## config.mk

```make
export PLATFORM = sky130hd
export DESIGN_NAME = uart_rx_buffer
export DESIGN_NICKNAME = d
export VERILOG_FILES = /design/src/rtl/uart_rx_buffer_pkg.sv /design/src/rtl/uart_rx_buffer_fifo.sv /design/src/rtl/uart_rx_buffer.sv
export SDC_FILE = /design/constraint.sdc
export NUM_CORES = 1
export LEC_CHECK = 0
export ABC_AREA = 1
export CAP_MARGIN = 15
export CORE_MARGIN = 3
export CORE_UTILIZATION = 30
export DETAILED_ROUTE_END_ITERATION = 12
export PLACE_DENSITY = 0.54
export SYNTH_ARGS = -nofsm -noshare
export SYNTH_HDL_FRONTEND = slang
export SYNTH_HIERARCHICAL = 1
export SYNTH_SLANG_ARGS = --single-unit
```

## constraint.sdc

```tcl
create_clock -name clk -period 2.52 [get_ports clk]
set_input_delay 0.504 -clock clk [delete_from_list [all_inputs] [get_ports clk]]
set_output_delay 0.504 -clock clk [all_outputs]
set_load 0.02 [all_outputs]
```

## src/rtl/uart_rx_buffer_pkg.sv

```systemverilog
// Shared UART definitions: frame length, receive state encoding and a clog2 helper
// used by the receive path, the transmitter and the MMIO read-select stage.
package uart_rx_buffer_pkg;

  localparam int DATA_BITS = 8;
  localparam int STOP_BITS = 1;

  localparam logic [1:0] ST_IDLE  = 2'd0;
  localparam logic [1:0] ST_START = 2'd1;
  localparam logic [1:0] ST_DATA  = 2'd2;
  localparam logic [1:0] ST_STOP  = 2'd3;

  typedef logic [DATA_BITS-1:0] rx_byte_t;

  // Never returns less than 1 so the result is always usable as a vector width.
  function automatic int clog2(input int value);
    int v;
    int r;
    v = value - 1;
    r = 0;
    while (v > 0) begin
      r++;
      v = v >> 1;
    end
    return (r < 1) ? 1 : r;
  endfunction

endpackage

```

## src/rtl/uart_rx_buffer_fifo.sv

```systemverilog
// First-word-fall-through byte FIFO (module rx_fifo) for the UART receive path;
// pointers carry an extra wrap bit so full and empty are told apart.
module rx_fifo #(
  parameter int DEPTH = 8,
  parameter int WIDTH = 8
) (
  input  logic             clk,
  input  logic             rst,
  input  logic             push,
  input  logic [WIDTH-1:0] push_data,
  input  logic             pop,
  output logic [WIDTH-1:0] dout,
  output logic             empty,
  output logic             full
);
  import uart_rx_buffer_pkg::*;

  localparam int AW = clog2(DEPTH);

  logic [WIDTH-1:0] mem [DEPTH];
  logic [AW:0]      wr_ptr;
  logic [AW:0]      rd_ptr;
  logic             do_push;
  logic             do_pop;

  always_comb begin
    empty   = (wr_ptr == rd_ptr);
    full    = (wr_ptr[AW] != rd_ptr[AW]) && (wr_ptr[AW-1:0] == rd_ptr[AW-1:0]);
    do_pop  = pop && !empty;
    // A pop in the same cycle frees the slot the push needs.
    do_push = push && (!full || do_pop);
    dout    = mem[rd_ptr[AW-1:0]];
  end

  always_ff @(posedge clk or posedge rst) begin
    if (rst) begin
      wr_ptr <= '0;
      rd_ptr <= '0;
    end else begin
      if (do_push) wr_ptr <= wr_ptr + 1'b1;
      if (do_pop)  rd_ptr <= rd_ptr + 1'b1;
    end
  end

  always_ff @(posedge clk) begin
    if (do_push) mem[wr_ptr[AW-1:0]] <= push_data;
  end

endmodule

```

## src/rtl/uart_rx_buffer.sv

```systemverilog
// 8N1 UART receiver feeding a FWFT byte FIFO with a sticky overrun flag.
// Define UART_RX_FRAMING_CHECK_EN to drop frames whose stop bit samples low.
module uart_rx_buffer #(
  parameter int CLOCK_FREQ = 125_000_000,
  parameter int BAUD_RATE  = 115_200,
  parameter int DEPTH      = 8
) (
  input  logic       clk,
  input  logic       rst,
  input  logic       serial_in,
  output logic [7:0] data_out,
  output logic       data_out_valid,
  input  logic       data_out_ready,
  output logic       overrun,
  input  logic       overrun_clr
);
  import uart_rx_buffer_pkg::*;

  // state  | meaning
  // IDLE   | line idle, waiting for rx_s low
  // START  | half-bit wait, confirm start bit still low
  // DATA   | sample 8 data bits, one per bit time, LSB first
  // STOP   | wait one bit time, sample stop bit, push byte

  localparam int SYMBOL_EDGE_TIME = CLOCK_FREQ / BAUD_RATE;
  localparam int SAMPLE_TIME      = SYMBOL_EDGE_TIME / 2;
  localparam int CW               = clog2(SYMBOL_EDGE_TIME);
  localparam int BW               = clog2(DATA_BITS);

  localparam logic [CW-1:0] SYMBOL_LAST = CW'(SYMBOL_EDGE_TIME - 1);
  localparam logic [CW-1:0] SAMPLE_LAST = CW'(SAMPLE_TIME - 1);
  localparam logic [BW-1:0] BIT_LAST    = BW'(DATA_BITS - 1);

  logic          rx_meta;
  logic          rx_s;
  logic [1:0]    state;
  logic [CW-1:0] cnt;
  logic [BW-1:0] bit_idx;
  rx_byte_t      shift;
  logic          symbol_done;
  logic          start_ok;
  logic          push_req;
  rx_byte_t      fifo_dout;
  logic          fifo_empty;
  logic          fifo_full;

  always_ff @(posedge clk or posedge rst) begin
    if (rst) begin
      rx_meta <= 1'b1;
      rx_s    <= 1'b1;
    end else begin
      rx_meta <= serial_in;
      rx_s    <= rx_meta;
    end
  end

`ifdef UART_RX_FRAMING_CHECK_EN
  // Held after a bad stop bit until the line returns high, so a break cannot retrigger.
  logic break_wait;

  always_ff @(posedge clk or posedge rst) begin
    if (rst) begin
      break_wait <= 1'b0;
    end else if (state == ST_STOP && symbol_done && !rx_s) begin
      break_wait <= 1'b1;
    end else if (rx_s) begin
      break_wait <= 1'b0;
    end
  end

  always_comb begin
    symbol_done = (cnt == SYMBOL_LAST);
    start_ok    = !rx_s && !break_wait;
    push_req    = (state == ST_STOP) && symbol_done && rx_s;
  end
`else
  always_comb begin
    symbol_done = (cnt == SYMBOL_LAST);
    start_ok    = !rx_s;
    push_req    = (state == ST_STOP) && symbol_done;
  end
`endif

  always_ff @(posedge clk or posedge rst) begin
    if (rst) begin
      state   <= ST_IDLE;
      cnt     <= '0;
      bit_idx <= '0;
      shift   <= '0;
    end else begin
      case (state)
        ST_IDLE: begin
          if (start_ok) begin
            cnt   <= '0;
            state <= ST_START;
          end
        end
        ST_START: begin
          if (cnt == SAMPLE_LAST) begin
            if (rx_s) begin
              state <= ST_IDLE;
            end else begin
              cnt     <= '0;
              bit_idx <= '0;
              state   <= ST_DATA;
            end
          end else begin
            cnt <= cnt + 1'b1;
          end
        end
        ST_DATA: begin
          if (symbol_done) begin
            cnt     <= '0;
            shift   <= {rx_s, shift[DATA_BITS-1:1]};
            bit_idx <= bit_idx + 1'b1;
            if (bit_idx == BIT_LAST) state <= ST_STOP;
          end else begin
            cnt <= cnt + 1'b1;
          end
        end
        ST_STOP: begin
          if (symbol_done) begin
            cnt   <= '0;
            state <= ST_IDLE;
          end else begin
            cnt <= cnt + 1'b1;
          end
        end
        default: state <= ST_IDLE;
      endcase
    end
  end

  rx_fifo #(
    .DEPTH (DEPTH),
    .WIDTH (DATA_BITS)
  ) u_rx_fifo (
    .clk       (clk),
    .rst       (rst),
    .push      (push_req),
    .push_data (shift),
    .pop       (data_out_ready),
    .dout      (fifo_dout),
    .empty     (fifo_empty),
    .full      (fifo_full)
  );

  // Full implies non-empty, so ready alone decides whether the pop makes room.
  always_ff @(posedge clk or posedge rst) begin
    if (rst) begin
      overrun <= 1'b0;
    end else if (push_req && fifo_full && !data_out_ready) begin
      overrun <= 1'b1;
    end else if (overrun_clr) begin
      overrun <= 1'b0;
    end
  end

  always_comb begin
    data_out_valid = !fifo_empty;
    data_out       = fifo_empty ? 8'h00 : fifo_dout;
  end

endmodule

```

==> results of run 1 <==
metrics by stage:
stage / power (mW) / setup TNS [ns] / cells / hold WS, ns / util
after detailed placement: 1.778 / -0.002494 / 669 / 0.3482 / 0.3467
after global routing: 3.169 / -0.03366 / 690 / 0.3392 / 0.3679
final: 3.045 / 0 / 690 / 0.3263 / 0.3679
after CTS: 3.095 / 0 / 687 / 0.3159 / 0.3671
after global placement: 1.777 / 0 / 669 / 0.3474 / 0.3467
after floorplan: 1.763 / 0 / 460 / 0.3197 / -
registers in the layout (all words and copies together) (netlist names), named ones only:
name and flops:
u_rx_fifo/wr_ptr 4, overrun 1, cnt 11, shift 8
rx_meta 1, rx_s 1, state 1, u_rx_fifo/rd_ptr 4
u_rx_fifo/mem 64, bit_idx 3
worst paths after layout:
kind                       cells past startpoint  slack, ns                   to                start
setup / recovery                               9       0.09          data_out[7]  u_rx_fifo/rd_ptr[1]
hold / removal                                 2       0.33              overrun                  rst
setup reg to reg                               9       0.32  u_rx_fifo/mem[4][5]               cnt[0]
hold reg to reg                                0       0.36                 rx_s              rx_meta
max in group asynchronous                      3       1.63              rx_meta                  rst
min in group clk                               0       0.36                 rx_s              rx_meta
worst register-to-register path, delay by kind of cell (launching register included):
| family | cells | cell delay, ns |
|---|---|---|
| buffers and inverters | 2 | 0.29 |
| flip-flops | 1 | 0.42 |
| AND/OR/NAND/NOR | 6 | 1.00 |
| adder cells (fa/ha/maj) | 1 | 0.21 |
final cells by class:
cell class | instances | area (um2) | share of cell area
well taps | 184 | 230.2 | 0.04225
flip-flops and latches | 99 | 2803 | 0.5144
clock inverters | 6 | 50.05 | 0.009185
inverters | 45 | 172.7 | 0.03169
clock buffers | 10 | 229.0 | 0.04202
multi-input cells | 300 | 1597 | 0.2930
repair buffers | 45 | 360.3 | 0.06613
repair inverters | 1 | 7.507 | 0.001378
layer usage:
layer | vias up | share of wire
li1 | 1634 | -
met1 | 1591 | 0.44
met2 | 53 | 0.51
met3 | 7 | 0.039
met4 | 0 | 0.0094
met5 | - | 0
cells by family after synthesis:
family,Yosys count
AOI/OAI and AO/OA,78
and+or+nand+nor,207
xor gates and xnor gates,8
adders and majority gates,7
buffers and inverters,61
DFF,99
placed cells by master (no fill, tap or decap), types with 4 or more instances in the layout:
master,n
buf_4,30
clkbuf_16,9
clkdlybuf4s50_1,5
clkinvlp_4,5
dfrtp_1,31
edfxtp_1,64
ha_1,7
inv_1,40
inv_2,4
nand2_1,87
nand2_2,6
nand3_1,24
nand4_1,6
nor2_1,64
nor2_2,4
o21ai_0,40
o21ai_1,10
o21ai_2,7
o22ai_1,16
xnor2_1,5
what timing repair did:
item,in CTS,in global routing
endpoints found under the setup margin,9,16
cloned,1,0
gates resized for setup,19,14
setup buffers,1,3
pin swaps,0,2
power by group through the flow:
stage	Combinational (mW)	Sequential, mW	Clock (mW)
after floorplan	0.0114	1.75	0
after global placement	0.0246	1.75	0
after detailed placement	0.0253	1.75	0
after CTS	0.0255	1.72	1.35
after global routing	0.0277	1.72	1.42
final	0.0236	1.72	1.30
==> metrics.txt, run 1 <==
Yosys top cell area share=0.4147; post-route clock period utilization=0.9625; Top Ports=15; relative slew slack=0.7698; worst setup path category=reg -> out; die height=130.3 um; Hold Path Class=in -> async; worst skew pair latency=0.35 ns; 1st-pass router iterations=4; RSZ-0062 raised after global routing=true; largest net degree at the start of global routing=27; worst-path cell chain=buf_4, nand2_1, nand2_1, nor2_4, nand3_4, clkinvlp_4, buf_4, nor2_1, clkdlybuf4s15_2; Yosys cell types=33; IO Port Bufs=14; Worst Path Buf+Inv=4; diode count=0; MaxCap Viol Count=0; clk_skew=0.007599 ns; Seq/Total Area, Yosys=0.6042; area leader, netlist=edfxtp_1; TritonCTS clock tree=built; Via density=4.761; row count=44; clk buf depth=2; delay-heaviest family, CP=buffers and inverters; asr flop ratio synth=0.3535; Clk pwr share=0.428; sequential power share=0.564; Layout Nets=513; CP max FO=5; Post-Synth Simple-Gate Area=0.2087; number of global-route vias before repair=3178; RD Place Congestion=0.8083; adder-cell share of the synthesized area=0.01890; Final Routed Wirelength=9.849 mm; antenna violation net count after detailed routing=0; Post-Synth XOR/XNOR Area=0.01512; layout cells sized above 1=0.1877; combinational power share=0.008; Total GRT Usage=0.1277; worst-margin pin slew=0.3440 ns; Chip Width=130.3 um; post-synthesis mux area share=0; FF+latch count, synth=99; Post-Syn Area=0.004634 mm2; die area=0.01698 mm2; Post-Place Worst Slack=-0.002150 ns; Final min period=2.426 ns; Arr. time, crit path=1.92 ns; CP max-delay cell=dfrtp_1; met2 Track Usage GR=0.2158; Switching Fraction=0.2101; met3 Usage GRT=0.03971; Ys Warns=6; Leak Pwr=2.349 nW; slowest stage delay, CP=0.41 ns; Num CTS Buffers=9; grt met1 use=0.1579; # H-tree levels=3; crit start category=flip-flop; Initial Utilization=0.3129; global routing's busiest layer=met2; hpwl dp=6.734 mm; DRT iter0 DRCs=169; Int Pwr=2.405 mW; Main synth FF type=edfxtp_1; Hold Fails Final Rpt=0; Placed Area=0.005134 mm2; Remaining Overflow, GRT=0; wire per inst=14.27 um; fmax=0.4123 GHz; first-pass GRT wire length=16.53 mm; maximum VDD drop=0.0002960 V; Filler cells=1477; Area growth syn-to-layout=17.58%; PnR worst setup slack=0.09441 ns; Core Footprint=0.01481 mm2; kind of end point of the critical path=output port; Mapped Cells=460; initial antenna violation count=0; Data required, critical path=2.02 ns; Synth Area in Compound Gates=0.09800; drt drc=0; hold_buf cts=0; fin area=0.005449 mm2; Num Clock Sinks=99; via count=3285; Root Buffer=clkbuf_16; P per Cell Area=558.9 mW/mm2; largest family of logic cells by synthesized area=simple AND/OR/NAND/NOR gates; Post-synth EDFFs=64; syn nets=472; top post-synthesis cells by count=nand2_1, nor2_1, edfxtp_1; syn avg cell area=10.07 um2; most common cell in the netlist=nand2_1; Max Transition Viols Final=0; final setup violation count=0; outcome=completed; Synth area leaders=edfxtp_1, dfrtp_1, nand2_1, nor2_1, o21ai_0; Clock transition at path regs=0.07 ns; switching pwr=0.6399 mW
No activity file was read; power rests on OpenSTA's default activity.
==> run 2: changes to the inputs <==
==> constraint.sdc (replaced) <==
create_clock -name clk -period 2.8 [get_ports clk]
set_input_delay 0.56 -clock clk [delete_from_list [all_inputs] [get_ports clk]]
set_output_delay 0.56 -clock clk [all_outputs]
set_load 0.02 [all_outputs]
==> metrics.txt, run 2 (synthesis results as in run 1) <==
outcome=completed; most frequent cells in the layout=nand2_1, nor2_1, edfxtp_1; critical path startpoint=u_rx_fifo/rd_ptr[3]; hold_buf cts=0; Leak Pwr=2.357 nW; TritonCTS clock tree=built; first-pass GRT wire length=16.49 mm; Hold Fails Final Rpt=0; worst-path cell chain=xor2_2, inv_1, nand3_4, clkinvlp_4, inv_1, clkdlybuf4s50_1; Final Routed Wirelength=9.905 mm; CP max-delay cell=clkdlybuf4s50_1; setup_tns=0 ns; final setup violation count=0; drt drc=0; antenna violation net count after detailed routing=0; post-route clock period utilization=0.9583; delay-heaviest family, CP=buffers and inverters; Num CTS Buffers=9; clk buf depth=2; MaxCap Viol Count=0; most common cell after layout, fill and taps aside=nand2_1; wire per inst=14.59 um; CP max FO=6; hpwl dp=6.566 mm; multi-input logic area=0.001594 mm2; Placed Area=0.005066 mm2; Core Footprint=0.01481 mm2; Arr. time, crit path=2.12 ns; fin util=0.3646; total design power=2.769 mW; Initial Utilization=0.3129; row count=44; RD Place Congestion=0.7621; Worst Path Buf+Inv=4; crit path capture=data_out_valid; kind of end point of the critical path=output port; fin area=0.005399 mm2; IO Port Bufs=14; RSZ-0062 raised after global routing=false; PnR worst setup slack=0.1169 ns; Reg area=0.002803 mm2; Filler cells=1462; P per Cell Area=512.9 mW/mm2; reg2reg setup slack=0.60 ns; Total GRT Usage=0.1258; Layout Nets=502; Top Ports=15; Remaining Overflow, GRT=0; most numerous cell on the critical path=inv_1; number of global-route vias before repair=3263; via count=3238; Max Transition Viols Final=0; Worst Reg-to-Reg Cells=10; worst-margin pin slew=0.3526 ns; reg2reg start=cnt[0]; Hold Path Class=reg -> reg; layout cells sized above 1=0.1535; worst skew pair latency=0.35 ns; Via density=4.769; initial antenna violation count=0; Final min period=2.683 ns; fmax=0.3727 GHz; worst setup path category=reg -> out; largest net degree at the start of global routing=34; maximum VDD drop=0.0003782 V; die height=130.3 um; Area growth syn-to-layout=16.50%; diode count=0; Data required, critical path=2.24 ns; WP depth=6; max FFs per register=64; DRT iter0 DRCs=211; 1st-pass router iterations=4; relative slew slack=0.7641; die area=0.01698 mm2; crit start category=flip-flop; RR Endpoint=u_rx_fifo/mem[2][5]; Clock transition at path regs=0.07 ns; # H-tree levels=3; Chip Width=130.3 um; Root Buffer=clkbuf_16; clk_skew=0.007376 ns; slowest stage delay, CP=0.59 ns; Num Clock Sinks=99; Post-Place Worst Slack=0.2221 ns
## run 2: cell count changes in the layout (fill, tap and decap cells not counted), sizes merged
cell and change:
buf -13, clkdlybuf4s50 +1, clkinv +1, dlygate4sd2 +5, dlymetal6s2s +2, clkinvlp -2
inv +1, clkbuf -3, clkdlybuf4s15 -3
## run 2: timing repair
action | in CTS | in global routing
pin swaps | 0 | 0
gates cloned | 1 | 0
buffers inserted | 2 | 0
resized for setup | 10 | 5
endpoints found under the setup margin | 9 | 3
hold endpoints to repair | 0 | 0
## run 2: through the flow
stage / hold slack, ns / cells
floorplan: 0.3452 / 460
global placement: 0.3490 / 660
detailed placement: 0.3520 / 660
CTS: 0.3625 / 679
global route: 0.3669 / 679
finish: 0.3588 / 679
## run 2: power breakdown
group / total (mW) / leakage, nW / switching (mW) / internal, mW
registers: 1.55 / 1.21 / 0.00188 / 1.54
logic: 0.0216 / 1.01 / 0.0147 / 0.00692
clock network: 1.20 / 0.139 / 0.576 / 0.625
total: 2.77 / 2.36 / 0.593 / 2.18
## run 2: metal layers
layer  wire, um  part of all wire  track usage
met1       4384              0.44       0.1580
met4        124             0.013      0.03545
met3        427             0.043      0.03111
met5          0                 0            0
met2       4968              0.50       0.2158
## run 2: area by class of cell
type / instances / share of cell area
sequential: 99 / 0.5191
multi-input combinational: 300 / 0.2952
timing repair buffer: 34 / 0.05632
tap: 184 / 0.04264
clock buffer: 10 / 0.04241
inverter: 45 / 0.03198
clock inverter: 6 / 0.01089
timing repair inverter: 1 / 0.001390
## run 2: worst reg2reg max path, delay by kind of cell, from the launching register on
kind	cells	cell delay, ns
flip-flops	1	0.41
AND/OR/NAND/NOR	6	0.80
buffers and inverters	3	0.50
adder cells (fa/ha/maj)	1	0.19
## run 2: worst min path at each step
stage | startpoint | endpoint | slack, ns | depth (start not counted)
CTS | rx_meta | rx_s | 0.36 | 0
floorplan | rx_meta | rx_s | 0.35 | 0
global placement | rx_meta | rx_s | 0.35 | 0
detailed placement | rx_meta | rx_s | 0.35 | 0
finish | rx_meta | rx_s | 0.36 | 0
global route | rx_meta | rx_s | 0.37 | 0
